[src/rtl/fm_rx_pkg.sv]
`default_nettype none
// +------------------------------------------------------------------+
// | fm_rx_pkg                                                        |
// | Shared width constants and tag type for the FM-receiver          |
// | multiplier arbiter.                                              |
// | Revision: 1.0                                                    |
// +------------------------------------------------------------------+
package fm_rx_pkg;

  localparam int FM_MUL_A_W     = 16;
  localparam int FM_MUL_B_W     = 16;
  localparam int FM_MUL_P_W     = 30;
  localparam int FM_MUL_MAX_REQ = 8;

  // One-hot owner tag; requesters use the low NUM_REQ bits.
  typedef logic [FM_MUL_MAX_REQ-1:0] fm_mul_tag_t;

endpackage
`default_nettype wire

[src/rtl/fm_receiver_mul_arbiter_if.sv]
`default_nettype none
// +------------------------------------------------------------------+
// | fm_receiver_mul_arbiter_if                                       |
// | Request/result bus between FM-receiver kernels and the shared    |
// | multiplier arbiter.                                              |
// | Revision: 1.0                                                    |
// +------------------------------------------------------------------+
interface fm_receiver_mul_arbiter_if #(
  parameter int NUM_REQ = 4,
  parameter int A_W     = fm_rx_pkg::FM_MUL_A_W,
  parameter int B_W     = fm_rx_pkg::FM_MUL_B_W,
  parameter int P_W     = fm_rx_pkg::FM_MUL_P_W
);

  logic [NUM_REQ-1:0]     req_valid;
  logic [NUM_REQ-1:0]     req_ready;
  logic [NUM_REQ*A_W-1:0] req_a;
  logic [NUM_REQ*B_W-1:0] req_b;
  logic [NUM_REQ-1:0]     res_valid;
  logic [P_W-1:0]         res_p;
  logic                   busy;

  modport master (
    output req_valid, req_a, req_b,
    input  req_ready, res_valid, res_p, busy
  );

  modport slave (
    input  req_valid, req_a, req_b,
    output req_ready, res_valid, res_p, busy
  );

endinterface
`default_nettype wire

[src/rtl/fm_rx_mul_pipe.sv]
`default_nettype none
// +------------------------------------------------------------------+
// | fm_rx_mul_pipe                                                   |
// | MUL_STAGES-deep signed multiply pipeline carrying valid and tag. |
// | Revision: 1.0                                                    |
// +------------------------------------------------------------------+
module fm_rx_mul_pipe
  import fm_rx_pkg::*;
#(
  parameter int MUL_STAGES = 3,
  parameter int A_W        = FM_MUL_A_W,
  parameter int B_W        = FM_MUL_B_W,
  parameter int P_W        = FM_MUL_P_W
) (
  input  logic                  ap_clk,
  input  logic                  ap_rst_n,
  input  logic                  i_valid,
  input  fm_mul_tag_t           i_tag,
  input  logic signed [A_W-1:0] i_a,
  input  logic signed [B_W-1:0] i_b,
  output logic                  o_valid,
  output fm_mul_tag_t           o_tag,
  output logic signed [P_W-1:0] o_p,
  output logic [MUL_STAGES-1:0] o_stage_valid
);

  localparam int c_FULL_W = A_W + B_W;

  logic [MUL_STAGES-1:0] r_vld;
  fm_mul_tag_t           r_tag [MUL_STAGES];

  always_ff @(posedge ap_clk or negedge ap_rst_n) begin
    if (!ap_rst_n) begin
      r_vld <= '0;
      for (int s = 0; s < MUL_STAGES; s++) r_tag[s] <= '0;
    end else begin
      r_vld[0] <= i_valid;
      r_tag[0] <= i_tag;
      for (int s = 1; s < MUL_STAGES; s++) begin
        r_vld[s] <= r_vld[s-1];
        r_tag[s] <= r_tag[s-1];
      end
    end
  end

  assign o_valid       = r_vld[MUL_STAGES-1];
  assign o_tag         = r_tag[MUL_STAGES-1];
  assign o_stage_valid = r_vld;

  generate
    if (MUL_STAGES == 1) begin : g_single
      logic signed [c_FULL_W-1:0] w_full;
      logic signed [P_W-1:0]      r_p;
      logic                       w_unused_full;

      assign w_full        = c_FULL_W'(i_a) * c_FULL_W'(i_b);
      assign w_unused_full = ^w_full;

      always_ff @(posedge ap_clk or negedge ap_rst_n) begin
        if (!ap_rst_n) begin
          r_p <= '0;
        end else if (i_valid) begin
          r_p <= w_full[P_W-1:0];
        end
      end

      assign o_p = r_p;
    end else begin : g_multi
      logic signed [A_W-1:0]      r_a;
      logic signed [B_W-1:0]      r_b;
      logic signed [c_FULL_W-1:0] w_full;
      logic signed [P_W-1:0]      r_prod [1:MUL_STAGES-1];
      logic                       w_unused_full;

      // Operand registers feed the multiplier; product stages follow.
      assign w_full        = c_FULL_W'(r_a) * c_FULL_W'(r_b);
      assign w_unused_full = ^w_full;

      always_ff @(posedge ap_clk or negedge ap_rst_n) begin
        if (!ap_rst_n) begin
          r_a <= '0;
          r_b <= '0;
          for (int s = 1; s < MUL_STAGES; s++) r_prod[s] <= '0;
        end else begin
          r_a <= i_a;
          r_b <= i_b;
          // Only the output stage holds across bubbles so res_p keeps its last value.
          if (MUL_STAGES > 2 || r_vld[0]) begin
            r_prod[1] <= w_full[P_W-1:0];
          end
          for (int s = 2; s < MUL_STAGES; s++) begin
            if (s < MUL_STAGES - 1 || r_vld[s-1]) begin
              r_prod[s] <= r_prod[s-1];
            end
          end
        end
      end

      assign o_p = r_prod[MUL_STAGES-1];
    end
  endgenerate

endmodule
`default_nettype wire

[src/rtl/fm_receiver_mul_arbiter.sv]
`default_nettype none
// +------------------------------------------------------------------+
// | fm_receiver_mul_arbiter                                          |
// | Round-robin arbiter sharing one pipelined signed multiplier      |
// | among FM-receiver kernels. Optional macro FM_MUL_ARB_PRIO_EN     |
// | gives requester 0 strict priority.                               |
// | Revision: 1.0                                                    |
// +------------------------------------------------------------------+
module fm_receiver_mul_arbiter
  import fm_rx_pkg::*;
#(
  parameter int NUM_REQ    = 4,
  parameter int MUL_STAGES = 3,
  parameter int A_W        = FM_MUL_A_W,
  parameter int B_W        = FM_MUL_B_W,
  parameter int P_W        = FM_MUL_P_W
) (
  input  logic                      ap_clk,
  input  logic                      ap_rst_n,
  fm_receiver_mul_arbiter_if.slave  bus
);

  localparam int c_PTR_W = (NUM_REQ > 1) ? $clog2(NUM_REQ) : 1;

  logic [c_PTR_W-1:0]    r_rr_ptr;
  logic [NUM_REQ-1:0]    w_grant;
  logic [c_PTR_W-1:0]    w_grant_idx;
  logic                  w_grant_any;
  logic signed [A_W-1:0] w_a;
  logic signed [B_W-1:0] w_b;
  fm_mul_tag_t           w_tag_in;
  logic                  w_out_valid;
  fm_mul_tag_t           w_tag_out;
  logic signed [P_W-1:0] w_p_out;
  logic [MUL_STAGES-1:0] w_stage_valid;
  logic                  w_unused_tag;

  // Search begins one past the last winner and wraps once around.
  always_comb begin
    int idx;
    w_grant     = '0;
    w_grant_idx = '0;
    w_grant_any = 1'b0;
    idx         = 0;
`ifdef FM_MUL_ARB_PRIO_EN
    if (bus.req_valid[0]) begin
      w_grant[0]  = 1'b1;
      w_grant_any = 1'b1;
    end
`endif
    for (int off = 1; off <= NUM_REQ; off++) begin
      idx = int'(r_rr_ptr) + off;
      if (idx >= NUM_REQ) idx = idx - NUM_REQ;
`ifdef FM_MUL_ARB_PRIO_EN
      if (!w_grant_any && idx != 0 && bus.req_valid[idx]) begin
`else
      if (!w_grant_any && bus.req_valid[idx]) begin
`endif
        w_grant[idx] = 1'b1;
        w_grant_idx  = c_PTR_W'(idx);
        w_grant_any  = 1'b1;
      end
    end
  end

  always_comb begin
    w_a = '0;
    w_b = '0;
    for (int i = 0; i < NUM_REQ; i++) begin
      if (w_grant[i]) begin
        w_a = bus.req_a[i*A_W +: A_W];
        w_b = bus.req_b[i*B_W +: B_W];
      end
    end
  end

  assign bus.req_ready = w_grant & {NUM_REQ{ap_rst_n}};
  assign w_tag_in      = fm_mul_tag_t'(w_grant);

  always_ff @(posedge ap_clk or negedge ap_rst_n) begin
    if (!ap_rst_n) begin
      r_rr_ptr <= c_PTR_W'(NUM_REQ - 1);
    end else if (w_grant_any) begin
      r_rr_ptr <= w_grant_idx;
    end
  end

  fm_rx_mul_pipe #(
    .MUL_STAGES (MUL_STAGES),
    .A_W        (A_W),
    .B_W        (B_W),
    .P_W        (P_W)
  ) u_mul_pipe (
    .ap_clk        (ap_clk),
    .ap_rst_n      (ap_rst_n),
    .i_valid       (w_grant_any),
    .i_tag         (w_tag_in),
    .i_a           (w_a),
    .i_b           (w_b),
    .o_valid       (w_out_valid),
    .o_tag         (w_tag_out),
    .o_p           (w_p_out),
    .o_stage_valid (w_stage_valid)
  );

  assign bus.res_valid = w_tag_out[NUM_REQ-1:0] & {NUM_REQ{w_out_valid}};
  assign bus.res_p     = w_p_out;
  assign bus.busy      = |w_stage_valid;
  assign w_unused_tag  = ^w_tag_out;

endmodule
`default_nettype wire

[src/flat_wrapper.sv]
// flat-port wrapper written by rule: the top's interface ports become plain ports
module fm_receiver_mul_arbiter_flat import fm_rx_pkg::*;
#(
  parameter int NUM_REQ    = 4,
  parameter int MUL_STAGES = 3,
  parameter int A_W        = FM_MUL_A_W,
  parameter int B_W        = FM_MUL_B_W,
  parameter int P_W        = FM_MUL_P_W
)
  (ap_clk, ap_rst_n, bus_req_valid, bus_req_a, bus_req_b, bus_req_ready, bus_res_valid, bus_res_p, bus_busy);
  fm_receiver_mul_arbiter_if #(.NUM_REQ(NUM_REQ), .A_W(A_W), .B_W(B_W), .P_W(P_W)) bus_i ();
  input  logic ap_clk;
  input  logic ap_rst_n;
  input wire logic [$bits(bus_i.req_valid)-1:0] bus_req_valid;
  input wire logic [$bits(bus_i.req_a)-1:0] bus_req_a;
  input wire logic [$bits(bus_i.req_b)-1:0] bus_req_b;
  output wire logic [$bits(bus_i.req_ready)-1:0] bus_req_ready;
  output wire logic [$bits(bus_i.res_valid)-1:0] bus_res_valid;
  output wire logic [$bits(bus_i.res_p)-1:0] bus_res_p;
  output wire logic [$bits(bus_i.busy)-1:0] bus_busy;
  assign bus_i.req_valid = bus_req_valid;
  assign bus_i.req_a = bus_req_a;
  assign bus_i.req_b = bus_req_b;
  assign bus_req_ready = bus_i.req_ready;
  assign bus_res_valid = bus_i.res_valid;
  assign bus_res_p = bus_i.res_p;
  assign bus_busy = bus_i.busy;
  fm_receiver_mul_arbiter #(.NUM_REQ(NUM_REQ), .MUL_STAGES(MUL_STAGES), .A_W(A_W), .B_W(B_W), .P_W(P_W)) u_core (.ap_clk(ap_clk), .ap_rst_n(ap_rst_n), .bus(bus_i));
endmodule
[config.mk]
export PLATFORM = sky130hd
export DESIGN_NAME = fm_receiver_mul_arbiter_flat
export DESIGN_NICKNAME = d
export VERILOG_FILES = /design/src/rtl/fm_rx_pkg.sv /design/src/rtl/fm_receiver_mul_arbiter_if.sv /design/src/rtl/fm_rx_mul_pipe.sv /design/src/rtl/fm_receiver_mul_arbiter.sv /design/src/flat_wrapper.sv
export SDC_FILE = /design/constraint.sdc
export NUM_CORES = 1
export LEC_CHECK = 0
export ABC_AREA = 1
export BUFFER_PORTS_ARGS = -buffer_cell sky130_fd_sc_hd__buf_4
export CAP_MARGIN = 0
export CELL_PAD_IN_SITES_DETAIL_PLACEMENT = 0
export CELL_PAD_IN_SITES_GLOBAL_PLACEMENT = 2
export CORE_UTILIZATION = 37
export CTS_BUF_LIST = sky130_fd_sc_hd__clkbuf_2 sky130_fd_sc_hd__clkbuf_4 sky130_fd_sc_hd__clkbuf_8
export DETAILED_ROUTE_END_ITERATION = 6
export PLACE_DENSITY = 0.93
export SLEW_MARGIN = 40
export SYNTH_ARGS = -nofsm -noshare
export SYNTH_HDL_FRONTEND = slang
export SYNTH_SLANG_ARGS = --single-unit
[constraint.sdc]
create_clock -name ap_clk -period 8.5 [get_ports ap_clk]
set_clock_uncertainty 0.2 [all_clocks]
set_input_delay 0.85 -clock ap_clk [delete_from_list [all_inputs] [get_ports ap_clk]]
set_output_delay 0.85 -clock ap_clk [all_outputs]
set_load 0.02 [all_outputs]
==> impl_results.md <==
- Synth Area in Compound Gates: 0.0455
- Final cell count without fillers: between 2,000 and 2,500
- DP Worst Slack: between 2 and 2.5 ns
- Die width: approximately 200 um
- Routed vias: around 11,000
- Yosys cell types: 46
- CTS H-tree depth: 3
- Top cell type's share of synthesized area: 0.328
- DRC Markers: 0
- Ys flop type: dfrtp_1
- Reg2reg path depth: 24
- Outcome: finished, final reports clean
- FF+latch count, synth: roughly 110
- Area Overhead vs Synth: 10.5%
- Setup slack after layout: around 2.0 ns
- Hold endpoint: u_core.u_mul_pipe.r_tag[11]$_DFF_PN0_
- Reg2reg end: u_core.u_mul_pipe.g_multi.r_prod[59]$_DFF_PN0_
- I/O pin total: between 150 and 200
- Core area: 40,000 um2
- Setup violators final: 0
- Register-to-register setup slack: 2.02 ns
- Critical Path AT: roughly 6.6 ns
- Slew HR: 0.412
- Initial antenna violation count: 0
- Post-synth EDFFs: 0
- Initial Util: 0.378
- Post-synth top area cell: fa_1
- Max Freq: approximately 150 MHz
- Longest Clk Path Bufs: 2
- Global Route Usage Sum: 0.192
- CP max FO: 16
- Adder-cell share of the synthesized area: 0.399
- Root Buffer: clkbuf_8
- Die Y-Extent: a little over 200 um
- Clock sinks: between 100 and 150
- HP Start: u_core.u_mul_pipe.r_tag[19]$_DFF_PN0_
- Slowest CP cell: fa_1
- CP Cell Sequence: nand2_1 -> inv_1 -> fa_1 -> inv_1 -> fa_1 -> inv_1 -> fa_1 -> inv_1 -> fa_1 -> inv_1 -> fa_1 -> inv_1 -> fa_1 -> inv_1 -> ha_1 -> nand2_1 -> nor3_1 -> nand2_1 -> nor4_1 -> nand2_1 -> nand3_1 -> inv_1 -> nand2_1 -> nand2_1
- Crit path time final: roughly 6.5 ns
- Worst skew pair latency: 0.41 ns
- Crit end category: register
- CP Launch Type: register
- Final period util: 0.762
- Register area share after synthesis: 0.180
- RSZ-0062 raised after global routing: false
- Pin count of the biggest net entering global routing: 67
- Drt pass-1 iters: 5
- Vias in the first global route: roughly 12,000
- XOR/XNOR share of the synthesized area: 0.0185
- # resized after CTS: 0
- Placed Instances: approximately 2,500
- I/O Buffers: 172
- Max Slew Vio Count: 0
- CTS Hold Bufs: 0
- Post-CTS Setup Inserts: 0
- N_diodes: 0
- Crit path top cell by count: inv_1
- Num CTS Buffers: 9
- Reg2Reg Launch Point: u_core.u_mul_pipe.g_multi.r_b[1]$_DFF_PN0_
- Post-Syn Nets: between 2,000 and 2,500
- Drt via density: 4.56
- Post-synthesis async set-or-reset flop share: 1.00
- TritonCTS clock tree: yes
- DRT iter0 DRCs: about 640
- Final hold vios: 0
- Gpl congestion: approximately 0.9
- Clock-pin slew on the worst setup and hold paths: 0.10 ns
- Aggregate negative setup slack: 0 ns
- Setup CP Type: register to register
- Rows: 73
- Max-Cap Viols: 0
- Routed Antenna Nets: 0
- Mux contribution to synthesized area: 0.0223
- First-pass GRT wire length: approximately 62 mm
- Largest stage delay, worst path: just under 0.7 ns
- Top post-synthesis cells by area: fa_1, dfrtp_1, inv_1
- Synth Cell Area: between 15,000 and 20,000 um2
- Syn_area_per_cell: roughly 8 um2
- Total Wirelength: around 38 mm
- Simple-gate share of the synthesized area: 0.165
- Per-cell routed wire length: approximately 15 um
- Commonest non-fill, non-tap cell in the layout: inv_1
- Cells after Synth: 1,869
- Post-DP HPWL: a little over 30 mm
- Hold Path Stages: 0
- Yosys warnings: 0
- Share of layout cells above drive strength 1: 0.129
- Main combinational cell family by area after synthesis: adder cells
- Nets: approximately 2,400
- CP required: ~8.6 ns
- Worst-Margin Slew: around 0.88 ns
- HP Class: register to register
- Full die area: 41,700 um2
- Most frequent cells in the layout: inv_1, nand2_1, fa_1, buf_4, dfrtp_1
- Total grt overflow: 0
[logic make-up (layout without fill, tap and decap cells)]
group | count (synthesis) | count (layout)
xor gates and xnor gates | 32 | 32
DFF | 109 | 109
muxes | 30 | 30
adders and majority gates | 334 | 334
buffers and inverters | 628 | 711
and+or+nand+nor | 610 | 610
AOI/OAI and AO/OA | 126 | 126
[registers in the layout, summed over array words and instances (netlist names)]
register / cells
u_core.u_mul_pipe.g_multi.r_prod: 30
u_core.u_mul_pipe.r_tag: 8
u_core.r_rr_ptr: 2
u_core.u_mul_pipe.g_multi.r_a: 16
u_core.u_mul_pipe.o_p: 30
u_core.u_mul_pipe.g_multi.r_b: 16
u_core.u_mul_pipe.o_stage_valid: 3
u_core.u_mul_pipe.o_tag: 4
[worst max-delay path by stage]
stage / from / to / cells after the start
CTS: u_core.u_mul_pipe.g_multi.r_b[1]$_DFF_PN0_ / u_core.u_mul_pipe.g_multi.r_prod[59]$_DFF_PN0_ / 24
detailed placement: u_core.u_mul_pipe.g_multi.r_b[1]$_DFF_PN0_ / u_core.u_mul_pipe.g_multi.r_prod[59]$_DFF_PN0_ / 24
global placement: u_core.u_mul_pipe.g_multi.r_b[2]$_DFF_PN0_ / u_core.u_mul_pipe.g_multi.r_prod[59]$_DFF_PN0_ / 24
global route: u_core.u_mul_pipe.g_multi.r_b[1]$_DFF_PN0_ / u_core.u_mul_pipe.g_multi.r_prod[59]$_DFF_PN0_ / 24
finish: u_core.u_mul_pipe.g_multi.r_b[1]$_DFF_PN0_ / u_core.u_mul_pipe.g_multi.r_prod[59]$_DFF_PN0_ / 24
floorplan: u_core.u_mul_pipe.g_multi.r_b[6]$_DFF_PN0_ / u_core.u_mul_pipe.g_multi.r_prod[59]$_DFF_PN0_ / 26
[critical path: cells and delay by family (launching register included)]
kind / cells / cell delay [ns]
fa+ha+maj: 7 / 3.70
simple gates: 9 / 1.13
buf+inv: 8 / 0.74
flops: 1 / 0.60
[synthesized netlist by cell type, types with 3 or more instances]
cell        n
nand2_1   481
o21bai_1    3
buf_2       9
nor3_1      4
xor2_1     25
nand4_1    10
ha_1       86
or2_2       9
fa_1      248
nor2_1     35
mux2_2     30
inv_2       3
a21oi_1    91
inv_1     515
nand3_2     4
clkbuf_1   55
dfrtp_1   107
o21ai_0    14
nand3_1    56
buf_6       7
xnor2_1     7
buf_4      37
[per-layer routing]
| layer | vias to the layer above | share of wire | track usage |
|---|---|---|---|
| met2 | 364 | 0.45 | 0.305 |
| met4 | 0 | 0.011 | 0.0322 |
| met5 | - | 0 | 0 |
| met1 | 5422 | 0.47 | 0.273 |
| met3 | 28 | 0.071 | 0.0375 |
| li1 | 5493 | - | - |
[per-stage QoR]
step | instance area [um2] | hold WS, ns | util
after floorplan | 15100 | 0.131 | -
after global placement | 16500 | 0.133 | 0.412
after detailed placement | 16500 | 0.135 | 0.412
after CTS | 16700 | 0.159 | 0.418
after global routing | 16700 | 0.166 | 0.418
final | 16700 | 0.157 | 0.418
[final cells by class]
type | count | area, um2
fill | 4081 | 23300
clock inverter | 5 | 65.1
sequential | 109 | 2730
timing repair buffer | 177 | 1330
clock buffer | 11 | 151
tap | 525 | 657
inverter | 518 | 1940
multi-input combinational | 1132 | 9840
Power is left out: the tool's default activity adds up to more than one toggle a clock period on the data nets, which glitch-free logic cannot reach.
